<file path="config.mk">
export PLATFORM = sky130hd
export DESIGN_NAME = virtual_button_gen_flat
export DESIGN_NICKNAME = d
export VERILOG_FILES = /design/src/rtl/virtual_button_gen_if.sv /design/src/rtl/virtual_button_gen.sv /design/src/flat_wrapper.sv
export SDC_FILE = /design/constraint.sdc
export NUM_CORES = 1
export LEC_CHECK = 0
export ABC_CLOCK_PERIOD_IN_PS = 2200
export BUFFER_PORTS_ARGS = -buffer_cell sky130_fd_sc_hd__buf_2
export CORE_MARGIN = 3
export CORE_UTILIZATION = 30
export CTS_CLUSTER_SIZE = 24
export DETAILED_ROUTE_END_ITERATION = 6
export GPL_TIMING_DRIVEN = 0
export PLACE_DENSITY = 0.58
export REMOVE_ABC_BUFFERS = 1
export SKIP_LAST_GASP = 1
export SYNTH_ARGS = -nofsm -noshare
export SYNTH_HDL_FRONTEND = slang
export SYNTH_SLANG_ARGS = --single-unit
</file>
<file path="constraint.sdc">
create_clock -name SlowClock -period 2.2 [get_ports SlowClock]
set_input_delay 0.11 -clock SlowClock [delete_from_list [all_inputs] [get_ports SlowClock]]
set_output_delay 0.11 -clock SlowClock [all_outputs]
set_load 0.05 [all_outputs]
</file>
<file path="src/rtl/virtual_button_gen_if.sv">
// Command port of virtual_button_gen: one request/response channel plus completion status.
// Handshake: a command transfers on a rising SlowClock edge where CmdValid and CmdReady are both high.
// CmdValid is ignored in every other cycle, and commands are never queued.
interface virtual_button_gen_if;
  logic       CmdValid;
  logic [1:0] CmdCode;
  logic       CmdReady;
  logic       Busy;
  logic       Done;
  logic [1:0] Status;

  modport master (
    output CmdValid, CmdCode,
    input  CmdReady, Busy, Done, Status
  );

  modport slave (
    input  CmdValid, CmdCode,
    output CmdReady, Busy, Done, Status
  );
endinterface

</file>
<file path="src/rtl/virtual_button_gen.sv">
// Timed active-low virtual power/reset button presses, requested over a command port.
// Presses yield to the physical buttons and are followed by a fixed lockout gap.
module virtual_button_gen #(
  parameter int unsigned SHORT_TICKS = 13,
  parameter int unsigned LONG_TICKS  = 40,
  parameter int unsigned RST_TICKS   = 7,
  parameter int unsigned GAP_TICKS   = 8
) (
  input  logic                       SlowClock,
  input  logic                       MainReset,
  input  logic                       Strobe16ms,
  input  logic                       Strobe125ms,
  input  logic                       PhysPwrBtn_N,
  input  logic                       PhysRstBtn_N,
  output logic                       VirtPwrBtn_N,
  output logic                       VirtRstBtn_N,
  output logic [1:0]                 state_dbg,
  virtual_button_gen_if.slave        cmd
);

  typedef enum logic [1:0] {
    S_IDLE  = 2'd0,
    S_PRESS = 2'd1,
    S_GAP   = 2'd2,
    S_DONE  = 2'd3
  } state_t;

  localparam logic [7:0] SHORT_LOAD = SHORT_TICKS[7:0];
  localparam logic [7:0] LONG_LOAD  = LONG_TICKS[7:0];
  localparam logic [7:0] RST_LOAD   = RST_TICKS[7:0];
  localparam logic [7:0] GAP_LOAD   = GAP_TICKS[7:0];

  localparam logic [1:0] ST_OK      = 2'b00;
  localparam logic [1:0] ST_ABORT   = 2'b01;
  localparam logic [1:0] ST_INVALID = 2'b10;

  state_t     state, state_next;
  logic [7:0] count, count_next;
  logic       slow_tick, slow_tick_next;
  logic       rst_sel, rst_sel_next;
  logic [1:0] status_pend, status_pend_next;
  logic [1:0] status_q;

  logic pwr_meta, pwr_sync, rst_meta, rst_sync;
  logic phys_any;
  logic accept;
  logic press_tick;

  // Synchronizers flush high so an idle panel reads as released right out of reset.
  always_ff @(posedge SlowClock or negedge MainReset) begin
    if (!MainReset) begin
      pwr_meta <= 1'b1;
      pwr_sync <= 1'b1;
      rst_meta <= 1'b1;
      rst_sync <= 1'b1;
    end else begin
      pwr_meta <= PhysPwrBtn_N;
      pwr_sync <= pwr_meta;
      rst_meta <= PhysRstBtn_N;
      rst_sync <= rst_meta;
    end
  end

  assign phys_any     = !pwr_sync || !rst_sync;
  assign cmd.CmdReady = (state == S_IDLE) && !phys_any;
  assign accept       = cmd.CmdValid && cmd.CmdReady;
  assign press_tick   = slow_tick ? Strobe125ms : Strobe16ms;

  always_comb begin
    state_next       = state;
    count_next       = count;
    slow_tick_next   = slow_tick;
    rst_sel_next     = rst_sel;
    status_pend_next = status_pend;
    unique case (state)
      S_IDLE: begin
        if (accept) begin
          unique case (cmd.CmdCode)
            2'b01: begin
              count_next     = SHORT_LOAD;
              slow_tick_next = 1'b0;
              rst_sel_next   = 1'b0;
              state_next     = S_PRESS;
            end
            2'b10: begin
              count_next     = LONG_LOAD;
              slow_tick_next = 1'b1;
              rst_sel_next   = 1'b0;
              state_next     = S_PRESS;
            end
            2'b11: begin
              count_next     = RST_LOAD;
              slow_tick_next = 1'b0;
              rst_sel_next   = 1'b1;
              state_next     = S_PRESS;
            end
            default: begin
              status_pend_next = ST_INVALID;
              state_next       = S_DONE;
            end
          endcase
        end
      end
      S_PRESS: begin
        // A physical press outranks a tick landing in the same cycle.
        if (phys_any) begin
          status_pend_next = ST_ABORT;
          count_next       = GAP_LOAD;
          state_next       = S_GAP;
        end else if (press_tick) begin
          if (count == 8'd1) begin
            status_pend_next = ST_OK;
            count_next       = GAP_LOAD;
            state_next       = S_GAP;
          end else begin
            count_next = count - 8'd1;
          end
        end
      end
      S_GAP: begin
        if (Strobe125ms) begin
          if (count == 8'd1) begin
            count_next = 8'd0;
            state_next = S_DONE;
          end else begin
            count_next = count - 8'd1;
          end
        end
      end
      S_DONE: begin
        state_next = S_IDLE;
      end
      default: begin
        state_next = S_IDLE;
      end
    endcase
  end

  // Button outputs follow the next state so the press starts on the edge that accepts it.
  always_ff @(posedge SlowClock or negedge MainReset) begin
    if (!MainReset) begin
      state        <= S_IDLE;
      count        <= 8'd0;
      slow_tick    <= 1'b0;
      rst_sel      <= 1'b0;
      status_pend  <= ST_OK;
      status_q     <= ST_OK;
      VirtPwrBtn_N <= 1'b1;
      VirtRstBtn_N <= 1'b1;
    end else begin
      state        <= state_next;
      count        <= count_next;
      slow_tick    <= slow_tick_next;
      rst_sel      <= rst_sel_next;
      status_pend  <= status_pend_next;
      VirtPwrBtn_N <= !((state_next == S_PRESS) && !rst_sel_next);
      VirtRstBtn_N <= !((state_next == S_PRESS) && rst_sel_next);
      if ((state_next == S_DONE) && (state != S_DONE)) begin
        status_q <= status_pend_next;
      end
    end
  end

  assign cmd.Done   = (state == S_DONE);
  assign cmd.Busy   = (state != S_IDLE);
  assign cmd.Status = status_q;
  assign state_dbg  = state;

endmodule

</file>
<file path="src/flat_wrapper.sv">
// flat-port wrapper written by rule: the top's interface ports become plain ports
module virtual_button_gen_flat 
#(
  parameter int unsigned SHORT_TICKS = 13,
  parameter int unsigned LONG_TICKS  = 40,
  parameter int unsigned RST_TICKS   = 7,
  parameter int unsigned GAP_TICKS   = 8
)
  (SlowClock, MainReset, Strobe16ms, Strobe125ms, PhysPwrBtn_N, PhysRstBtn_N, VirtPwrBtn_N, VirtRstBtn_N, state_dbg, cmd_CmdValid, cmd_CmdCode, cmd_CmdReady, cmd_Busy, cmd_Done, cmd_Status);
  virtual_button_gen_if cmd_i ();
  input  logic SlowClock;
  input  logic MainReset;
  input  logic Strobe16ms;
  input  logic Strobe125ms;
  input  logic PhysPwrBtn_N;
  input  logic PhysRstBtn_N;
  output logic VirtPwrBtn_N;
  output logic VirtRstBtn_N;
  output logic [1:0] state_dbg;
  input wire logic [$bits(cmd_i.CmdValid)-1:0] cmd_CmdValid;
  input wire logic [$bits(cmd_i.CmdCode)-1:0] cmd_CmdCode;
  output wire logic [$bits(cmd_i.CmdReady)-1:0] cmd_CmdReady;
  output wire logic [$bits(cmd_i.Busy)-1:0] cmd_Busy;
  output wire logic [$bits(cmd_i.Done)-1:0] cmd_Done;
  output wire logic [$bits(cmd_i.Status)-1:0] cmd_Status;
  assign cmd_i.CmdValid = cmd_CmdValid;
  assign cmd_i.CmdCode = cmd_CmdCode;
  assign cmd_CmdReady = cmd_i.CmdReady;
  assign cmd_Busy = cmd_i.Busy;
  assign cmd_Done = cmd_i.Done;
  assign cmd_Status = cmd_i.Status;
  virtual_button_gen #(.SHORT_TICKS(SHORT_TICKS), .LONG_TICKS(LONG_TICKS), .RST_TICKS(RST_TICKS), .GAP_TICKS(GAP_TICKS)) u_core (.SlowClock(SlowClock), .MainReset(MainReset), .Strobe16ms(Strobe16ms), .Strobe125ms(Strobe125ms), .PhysPwrBtn_N(PhysPwrBtn_N), .PhysRstBtn_N(PhysRstBtn_N), .VirtPwrBtn_N(VirtPwrBtn_N), .VirtRstBtn_N(VirtRstBtn_N), .state_dbg(state_dbg), .cmd(cmd_i));
endmodule
</file>
==> results of run 1 <==
[cell usage after synthesis (all sizes together)]
cell type   n  area, um^2
dfrtp      16         400
ha         13         163
inv        12        45.0
o21ai      11        55.1
a21oi      10        50.1
nand2      10        37.5
nor2        9        33.8
dfstp       6         158
nor3        5        25.0
mux2        4        45.0
nand3       4        20.0
a31oi       3        18.8
o31ai       3        22.5
a21o        2        15.0
and3        2        12.5
clkbuf      2        7.51
nand4       2        12.5
o31a        2        18.8
or4         2        18.8
a211oi      1        7.51
a21boi      1        7.51
a31o        1        8.76
a32o        1        10.0
and4        1        8.76
nand2b      1        6.26
nand4b      1        8.76
nor3b       1        7.51
nor4        1        12.5
nor4b       1        23.8
o211ai      1        7.51
o221a       1        11.3
o221ai      1        8.76
o22a        1        8.76
o22ai       1        6.26
o41ai       1        8.76
or2         1        6.26
or3b        1        8.76
xor2        1        8.76
[logic make-up (layout without fill, tap and decap cells)]
group,Yosys count,after routing,share of synthesized area
AND/OR/NAND/NOR,42,42,0.182
AO/OA/AOI/OAI,41,41,0.199
flip-flops,22,22,0.418
buffers and inverters,14,46,0.0394
adder cells (fa/ha/maj),13,13,0.122
multiplexers,4,4,0.0337
XOR/XNOR,1,1,0.00656
[metal layers]
metal  wire, um  track usage  part of all wire  vias to the layer above
met2       1410        0.188              0.47                       25
met4         14       0.0205            0.0046                        0
met5          0            0                 0                        -
met1       1440        0.164              0.48                      557
li1           -            -                 -                      563
met3        144       0.0317             0.048                        2
[per-stage QoR]
step                TNS (ps)  hold WS (ps)  instances  instance area, um^2
floorplan               -443          -186        135                 1330
global placement       -1060          94.9        202                 1480
detailed placement     -1420           104        202                 1480
finish                     0           225        219                 1690
CTS                    -1.81           221        215                 1630
global route           -92.3           246        219                 1690
[worst min-delay path, delay by kind of cell]
family | cells | cell delay (ps)
AOI/OAI and AO/OA | 1 | 70
adders and majority gates | 1 | 150
buffers and inverters | 1 | 120
[cells in the final DEF, fill, tap and decap left out, drive strengths merged, types with 4 or more instances in the layout]
cell type,netlist,layout
inv,12,12
buf,0,27
dfstp,6,6
nor3,5,5
clkbuf,2,4
nand2,10,10
mux2,4,4
nor2,9,9
ha,13,13
o21ai,11,11
dfrtp,16,16
nand3,4,4
a21oi,10,10
[registers in the layout (all words and copies together) (netlist names), 2 cells and up]
name / cells
u_core.state_dbg: 2
u_core.cmd.Status: 2
u_core.count: 8
u_core.status_pend: 2
[cell type report]
cell class	count	area, um^2	area share
inverter	12	45.0	0.0266
tap	50	62.6	0.0370
clock buffer	4	55.1	0.0325
sequential	22	563	0.333
timing repair buffer	30	190	0.112
multi-input combinational	101	776	0.459
[final timing paths]
kind	startpoint	to	slack, ps	cells after the start
worst max-delay path	u_core.count[4]	u_core.cmd.Status[0]	40	5
worst min-delay path	cmd_CmdCode[0]	u_core.slow_tick	220	3
worst max register to register	u_core.count[4]	u_core.cmd.Status[0]	40	5
worst min register to register	u_core.pwr_meta	u_core.pwr_sync	360	0
max in group asynchronous	MainReset	u_core.count[4]	1520	2
min in group asynchronous	MainReset	u_core.state_dbg[1]	340	2
[power by group]
part           leakage, nW  internal (mW)  switching, mW
clock network       0.0288          0.159          0.120
registers            0.262          0.562          0.151
logic                0.462          0.741          0.971
[timing repair]
action / in CTS / in global routing
hold endpoints to repair: 18 / 0
setup buffers: 6 / 4
hold buffers: 3 / 0
pin swaps: 3 / 4
cloned: 0 / 0
gates resized for setup: 5 / 13
endpoints found under the setup margin: 10 / 3
==> flow_summary.json, run 1 <==
{
  "ys_types": 42,
  "fillCellCount": 423,
  "worstPathCellList": "or4_4, o31ai_4, o31a_2, nor4b_4, mux2_4",
  "maxCapViolCount": 0,
  "grt_pass1_vias": 1095,
  "ys_seq_area_frac": 0.418,
  "start_util": 0.322,
  "cts_tree": "done",
  "rsz0062_at_grt": "true",
  "grt_max_degree": 23,
  "fp.dieW_um": 72.7,
  "drtAntennaViolNets": 0,
  "cts_buffers": 3,
  "drt-initial-drc-count": 42,
  "syn-cell-area_mm2": 0.00134,
  "max_freq_mhz": 463,
  "max_slew.worst_pin.slew_ps": 473,
  "fin_util": 0.408,
  "total_power_mw": 2.71,
  "vias": 1147,
  "firstDrtPassIters": 4,
  "critPathMaxStageDelay_ps": 570,
  "preCtsSetupSlack_ps": -235,
  "rows": 23,
  "crit_path_end_kind": "flip-flop",
  "fin_nets": 192,
  "gr-total-overflow": 0,
  "die_area_mm2": 0.00529,
  "yosys_register_bits": 22,
  "power-per-cell-area_mw_per_mm2": 1600,
  "cp_top_family": "simple AND/OR/NAND/NOR gates",
  "layout-drive-gt1-share": 0.355,
  "cp_num_buf_inv": 0,
  "root_buffer": "clkbuf_8",
  "worstPathMaxFanout": 5,
  "syn-mean-instance-area_um2": 9.74,
  "die_y_um": 72.7,
  "slew_violations": 0,
  "yosysWarningCount": 0,
  "start_kind": "flip-flop",
  "drc": 0,
  "finalHoldViolCount": 0,
  "io_buffers": 17,
  "worstPathRequired_ps": 2340,
  "drt_wl_total_um": 3020,
  "track_usage": 0.119,
  "grt_antenna_before_repair": 0,
  "slew-limit-headroom": 0.685,
  "crit_type": "flip-flop to flip-flop",
  "clock_skew_ps": 2.77,
  "viasPerCell": 5.24,
  "p_leak_nw": 0.752,
  "dp_hpwl_um": 2220,
  "area_growth_pct": 26.7,
  "slowest_stage": "or4_4",
  "finalSetupViolCount": 0,
  "routedWlPerCell_um": 13.8,
  "status": "completed",
  "hold_path.class": "input port to flip-flop",
  "cts.clk_slew.worst_paths_ps": 70,
  "grt_pass1_wl_um": 5040,
  "setup_ws_ps": 38.4,
  "clk_latency_ps": 260,
  "clock_path_buffers": 2,
  "gp_congestion": 0.874,
  "clock_sinks": 22,
  "diodes": 0,
  "io_pins": 18,
  "cp.arrival_ps": 2300,
  "fin_crit_sh": 0.983,
  "design.core.area_mm2": 0.00414,
  "htreeDepth": 1,
  "min_period_ps": 2160,
  "syn-instance-count": 137,
  "peakVddDrop_v": 0.000883
}
(Power assumes the default switching activity.)
==> run 2, diff against run 1 <==
- ABC_CLOCK_PERIOD_IN_PS: 2200 -> 2350
- CAP_MARGIN: unset -> 20
- PLACE_DENSITY: 0.58 -> 0.56
- SLEW_MARGIN: unset -> 5
- clock period: 2.2 -> 2.35 ns (I/O delays scaled with it)
==> run 2 against run 1 <==
Non-clock buffer count fell by 6. Sequential share of layout area rose by 1.0 points. Clock skew rose by 8.4 ps. Critical path depth did not move. First-iteration DRC count rose by 62%. Setup slack improved by 97 ps. Utilization fell by 1.5 points. Die area did not move. Cell area fell by 3.8%.
==> flow_summary.json, run 2 (synthesized netlist as in run 1, its figures left out) <==
{
  "status": "completed",
  "gp_congestion": 0.833,
  "placed_cell_area_mm2": 0.00148,
  "drtAntennaViolNets": 0,
  "finalHoldViolCount": 0,
  "min_period_ps": 2210,
  "clock_path_buffers": 2,
  "hold_path_startpoint": "cmd_CmdCode[0]",
  "track_usage": 0.128,
  "largest_reg_flops": 8,
  "cts.clk_slew.worst_paths_ps": 90,
  "max_slew.worst_pin.slew_ps": 487,
  "largest-register": "u_core.count",
  "fp.dieW_um": 72.7,
  "vias": 1129,
  "clock_sinks": 22,
  "drt_wl_total_um": 3090,
  "worstPathRequired_ps": 2500,
  "final_common_cell": "buf_2",
  "crit_type": "flip-flop to flip-flop",
  "die_y_um": 72.7,
  "preCtsSetupSlack_ps": -105,
  "rsz0062_at_grt": "false",
  "root_buffer": "clkbuf_8",
  "fin_area_mm2": 0.00163,
  "fin_crit_sh": 0.942,
  "whs_endpoint": "u_core.slow_tick",
  "r2r_end": "u_core.cmd.Status[1]",
  "critPathMaxStageDelay_ps": 590,
  "rows": 23,
  "setup_ws_ps": 136,
  "grt_antenna_before_repair": 0,
  "dp_hpwl_um": 2210,
  "peakVddDrop_v": 0.000926,
  "gr-total-overflow": 0,
  "clk_latency_ps": 270,
  "htreeDepth": 1,
  "firstDrtPassIters": 4,
  "layout-drive-gt1-share": 0.258,
  "cts_buffers": 3,
  "crit_path_end_kind": "flip-flop",
  "grt_max_degree": 23,
  "grt_pass1_vias": 1139,
  "routedWlPerCell_um": 14.5,
  "start_kind": "flip-flop",
  "design.core.area_mm2": 0.00414,
  "maxCapViolCount": 0,
  "r2r_slack_ps": 140,
  "slew_violations": 0,
  "max_freq_mhz": 452,
  "slowest_stage": "or4_4",
  "fin_nets": 186,
  "clock_skew_ps": 11.2,
  "start_util": 0.322,
  "viasPerCell": 5.30,
  "diodes": 0,
  "drt-initial-drc-count": 68,
  "slew-limit-headroom": 0.675,
  "area_growth_pct": 21.9,
  "rr_startpoint": "u_core.count[2]",
  "tns_ps": 0,
  "r2r_cells": 5,
  "final_cell_mix": "buf_2 (17), dfrtp_1 (16), ha_1 (13)",
  "finalSetupViolCount": 0,
  "cts_tree": "done",
  "grt_pass1_wl_um": 5250,
  "hold_path.class": "input port to flip-flop",
  "p_leak_nw": 0.737,
  "power-per-cell-area_mw_per_mm2": 1510,
  "worstPathCellList": "or4_4, o31ai_2, o31a_2, nor4b_4, mux2_1",
  "drc": 0,
  "min_delay_path_depth": 3,
  "die_area_mm2": 0.00529,
  "worstPathMaxFanout": 6,
  "cp.arrival_ps": 2370,
  "io_buffers": 17,
  "io_pins": 18
}
run 2: how the worst max path moves through the flow:
| stage | startpoint | to | slack [ps] | cells past startpoint |
|---|---|---|---|---|
| floorplan | u_core.state_dbg[0] | u_core.cmd.Status[0] | 50 | 7 |
| global placement | u_core.state_dbg[1] | u_core.count[7] | -60 | 7 |
| detailed placement | u_core.state_dbg[1] | u_core.count[7] | -100 | 7 |
| CTS | u_core.count[1] | u_core.cmd.Status[1] | 20 | 7 |
| global route | u_core.state_dbg[0] | u_core.count[0] | 20 | 9 |
| finish | u_core.count[2] | u_core.cmd.Status[1] | 140 | 5 |
run 2: where the power goes:
| part | internal, mW | switching, mW | total, mW |
|---|---|---|---|
| clock | 0.228 | 0.135 | 0.363 |
| combinational | 0.567 | 0.872 | 1.44 |
| sequential | 0.520 | 0.140 | 0.660 |
| total | 1.32 | 1.15 | 2.46 |
run 2: metrics by stage:
| step | total power [mW] | hold WS (ps) | utilization | cells |
|---|---|---|---|---|
| floorplan | 1.66 | -178 | - | 135 |
| global placement | 1.93 | 108 | 0.356 | 202 |
| detailed placement | 1.95 | 115 | 0.356 | 202 |
| CTS | 2.40 | 226 | 0.387 | 212 |
| global route | 2.65 | 246 | 0.393 | 213 |
| finish | 2.46 | 238 | 0.393 | 213 |
run 2: final cells by class:
cell class | count | area [um^2]
clock buffers | 3 | 41.3
multi-input cells | 101 | 746
inverters | 12 | 45.0
flip-flops and latches | 22 | 558
fillers | 432 | 2520
well taps | 50 | 62.6
repair buffers | 24 | 145
clock inverters | 1 | 30.0
run 2: repair_timing:
item	4_1_cts	5_1_grt
endpoints found under the hold margin	18	0
hold buffers	3	0
pin swaps	1	1
setup buffers	3	1
resized for setup	1	3
endpoints found under the setup margin	7	2
cloned	0	0
run 2: routing by layer:
layer | track usage | share of wire | vias to the layer above
met1 | 0.160 | 0.45 | 530
met5 | 0 | 0 | -
met2 | 0.208 | 0.47 | 40
met4 | 0.0410 | 0.019 | 0
met3 | 0.0413 | 0.061 | 10
li1 | - | - | 549
run 2: critical path: cells and delay by family, from the launching register on:
family | cells | cell delay [ps]
multiplexers | 1 | 350
flip-flops | 1 | 480
AO/OA/AOI/OAI | 2 | 440
AND/OR/NAND/NOR | 2 | 820
==> run 3, diff against run 2 <==
- CORE_MARGIN: 3 -> unset
==> run 3 against run 2 <==
Register-to-register slack barely moved. Largest cell class unchanged. Clock-buffer cell count unchanged. Sequential share of layout area fell by 0.053 points. Via count fell by 1.6%. Fmax down 0.19%. Worst hold slack improved by 1.8 ps. First-iteration DRC count fell by 40%. Non-clock buffer count unchanged. Highest routed layer unchanged. Final cell count is the same. Global-route usage is 1.1 points higher. Critical endpoint is now u_core.cmd.Status[0]. Setup slack got worse by 4.2 ps. Utilization rose by 0.060 points.
==> flow_summary.json, run 3 (synthesized netlist as in run 1, its figures left out) <==
{
  "status": "completed",
  "diodes": 0,
  "grt_pass1_vias": 1061,
  "start_kind": "flip-flop",
  "p_leak_nw": 0.736,
  "htreeDepth": 1,
  "dp_hpwl_um": 2150,
  "drc": 0,
  "slew-limit-headroom": 0.677,
  "viasPerCell": 5.22,
  "root_buffer": "clkbuf_8",
  "design.core.area_mm2": 0.00414,
  "grt_max_degree": 23,
  "min_period_ps": 2220,
  "cts_buffers": 3,
  "ff_latch_area_um2": 558,
  "firstDrtPassIters": 4,
  "routedWlPerCell_um": 13.9,
  "final_cell_mix": "buf_2 (17), dfrtp_1 (16), ha_1 (12)",
  "final_common_cell": "buf_2",
  "gr-total-overflow": 0,
  "slew_violations": 0,
  "cts_tree": "done",
  "gp_congestion": 0.851,
  "fp.dieW_um": 68.7,
  "crit_path_end_kind": "flip-flop",
  "cts.clk_slew.worst_paths_ps": 80,
  "area_growth_pct": 22.1,
  "drt_wl_total_um": 2950,
  "clock_skew_ps": 5.38,
  "clock_path_buffers": 2,
  "multiInputGateArea_um2": 748,
  "vias": 1111,
  "crit_type": "flip-flop to flip-flop",
  "fin_crit_sh": 0.944,
  "worstPathMaxFanout": 6,
  "clock_sinks": 22,
  "fillCellCount": 434,
  "max_slew.worst_pin.slew_ps": 485,
  "fin_util": 0.393,
  "finalHoldViolCount": 0,
  "fin_nets": 186,
  "hold_ws_ps": 240,
  "die_area_mm2": 0.00472,
  "die_y_um": 68.7,
  "worstPathRequired_ps": 2500,
  "drtAntennaViolNets": 0,
  "io_buffers": 17,
  "peakVddDrop_v": 0.000878,
  "drt-initial-drc-count": 41,
  "finalSetupViolCount": 0,
  "power-per-cell-area_mw_per_mm2": 1500,
  "layout-drive-gt1-share": 0.270,
  "hold_path.class": "input port to flip-flop",
  "rows": 23,
  "maxCapViolCount": 0,
  "grt_pass1_wl_um": 4850,
  "rsz0062_at_grt": "false",
  "grt_antenna_before_repair": 0,
  "track_usage": 0.139,
  "largest_reg_flops": 8,
  "max_freq_mhz": 451,
  "largest-register": "u_core.count",
  "start_util": 0.322,
  "total_power_mw": 2.45,
  "clk_latency_ps": 260,
  "cp.arrival_ps": 2370,
  "io_pins": 18
}
==> run 3: critical path, cell delays in order (launching register included) <==
cell     delay, ps
dfrtp_1        470
or4_4          600
o31ai_2        270
o31a_2         180
nor4b_4        230
mux2_1         350
==> run 3: per-layer routing <==
metal | part of all wire | global-route usage | vias up
met5 | 0 | 0 | -
met1 | 0.48 | 0.181 | 531
met4 | 0.0068 | 0.0332 | 0
met2 | 0.47 | 0.228 | 22
li1 | - | - | 554
met3 | 0.035 | 0.0395 | 4
==> run 3: final timing paths <==
path / slack [ps] / cells after the start / start / endpoint
max in group asynchronous: 1650 / 2 / MainReset / u_core.VirtPwrBtn_N
min in group asynchronous: 340 / 2 / MainReset / u_core.count[2]
worst max-delay path: 130 / 5 / u_core.count[2] / u_core.cmd.Status[0]
worst max register to register: 130 / 5 / u_core.count[2] / u_core.cmd.Status[0]
worst min-delay path: 240 / 3 / cmd_CmdCode[0] / u_core.slow_tick
worst min register to register: 360 / 0 / u_core.rst_meta / u_core.rst_sync
==> run 3: final cells by class <==
type / count / share of cell area
timing repair buffer: 24 / 0.0890
clock inverter: 1 / 0.0184
multi-input combinational: 101 / 0.459
sequential: 22 / 0.342
tap: 50 / 0.0384
clock buffer: 3 / 0.0253
inverter: 12 / 0.0276
==> run 3: power breakdown <==
part / total [mW] / internal [mW] / switching [mW] / leakage (nW)
combinational: 1.44 / 0.572 / 0.865 / 0.433
clock: 0.351 / 0.227 / 0.124 / 0.0357
sequential: 0.657 / 0.520 / 0.137 / 0.267
==> run 3: through the flow <==
stage	instance area (um^2)	setup WS, ps	instances	TNS [ps]
finish	1630	132	213	0
global route	1630	1.09	213	0
CTS	1610	36.4	212	0
detailed placement	1480	-143	202	-461
global placement	1480	-67.8	202	-166
floorplan	1330	54.3	135	0
==> run 3: timing repair <==
action                     4_1_cts  5_1_grt
setup buffers                    3        1
pin swaps                        2        1
setup endpoints to repair        7        2
hold endpoints to repair        18        0
hold buffers                     3        0
gates resized for setup          2        4
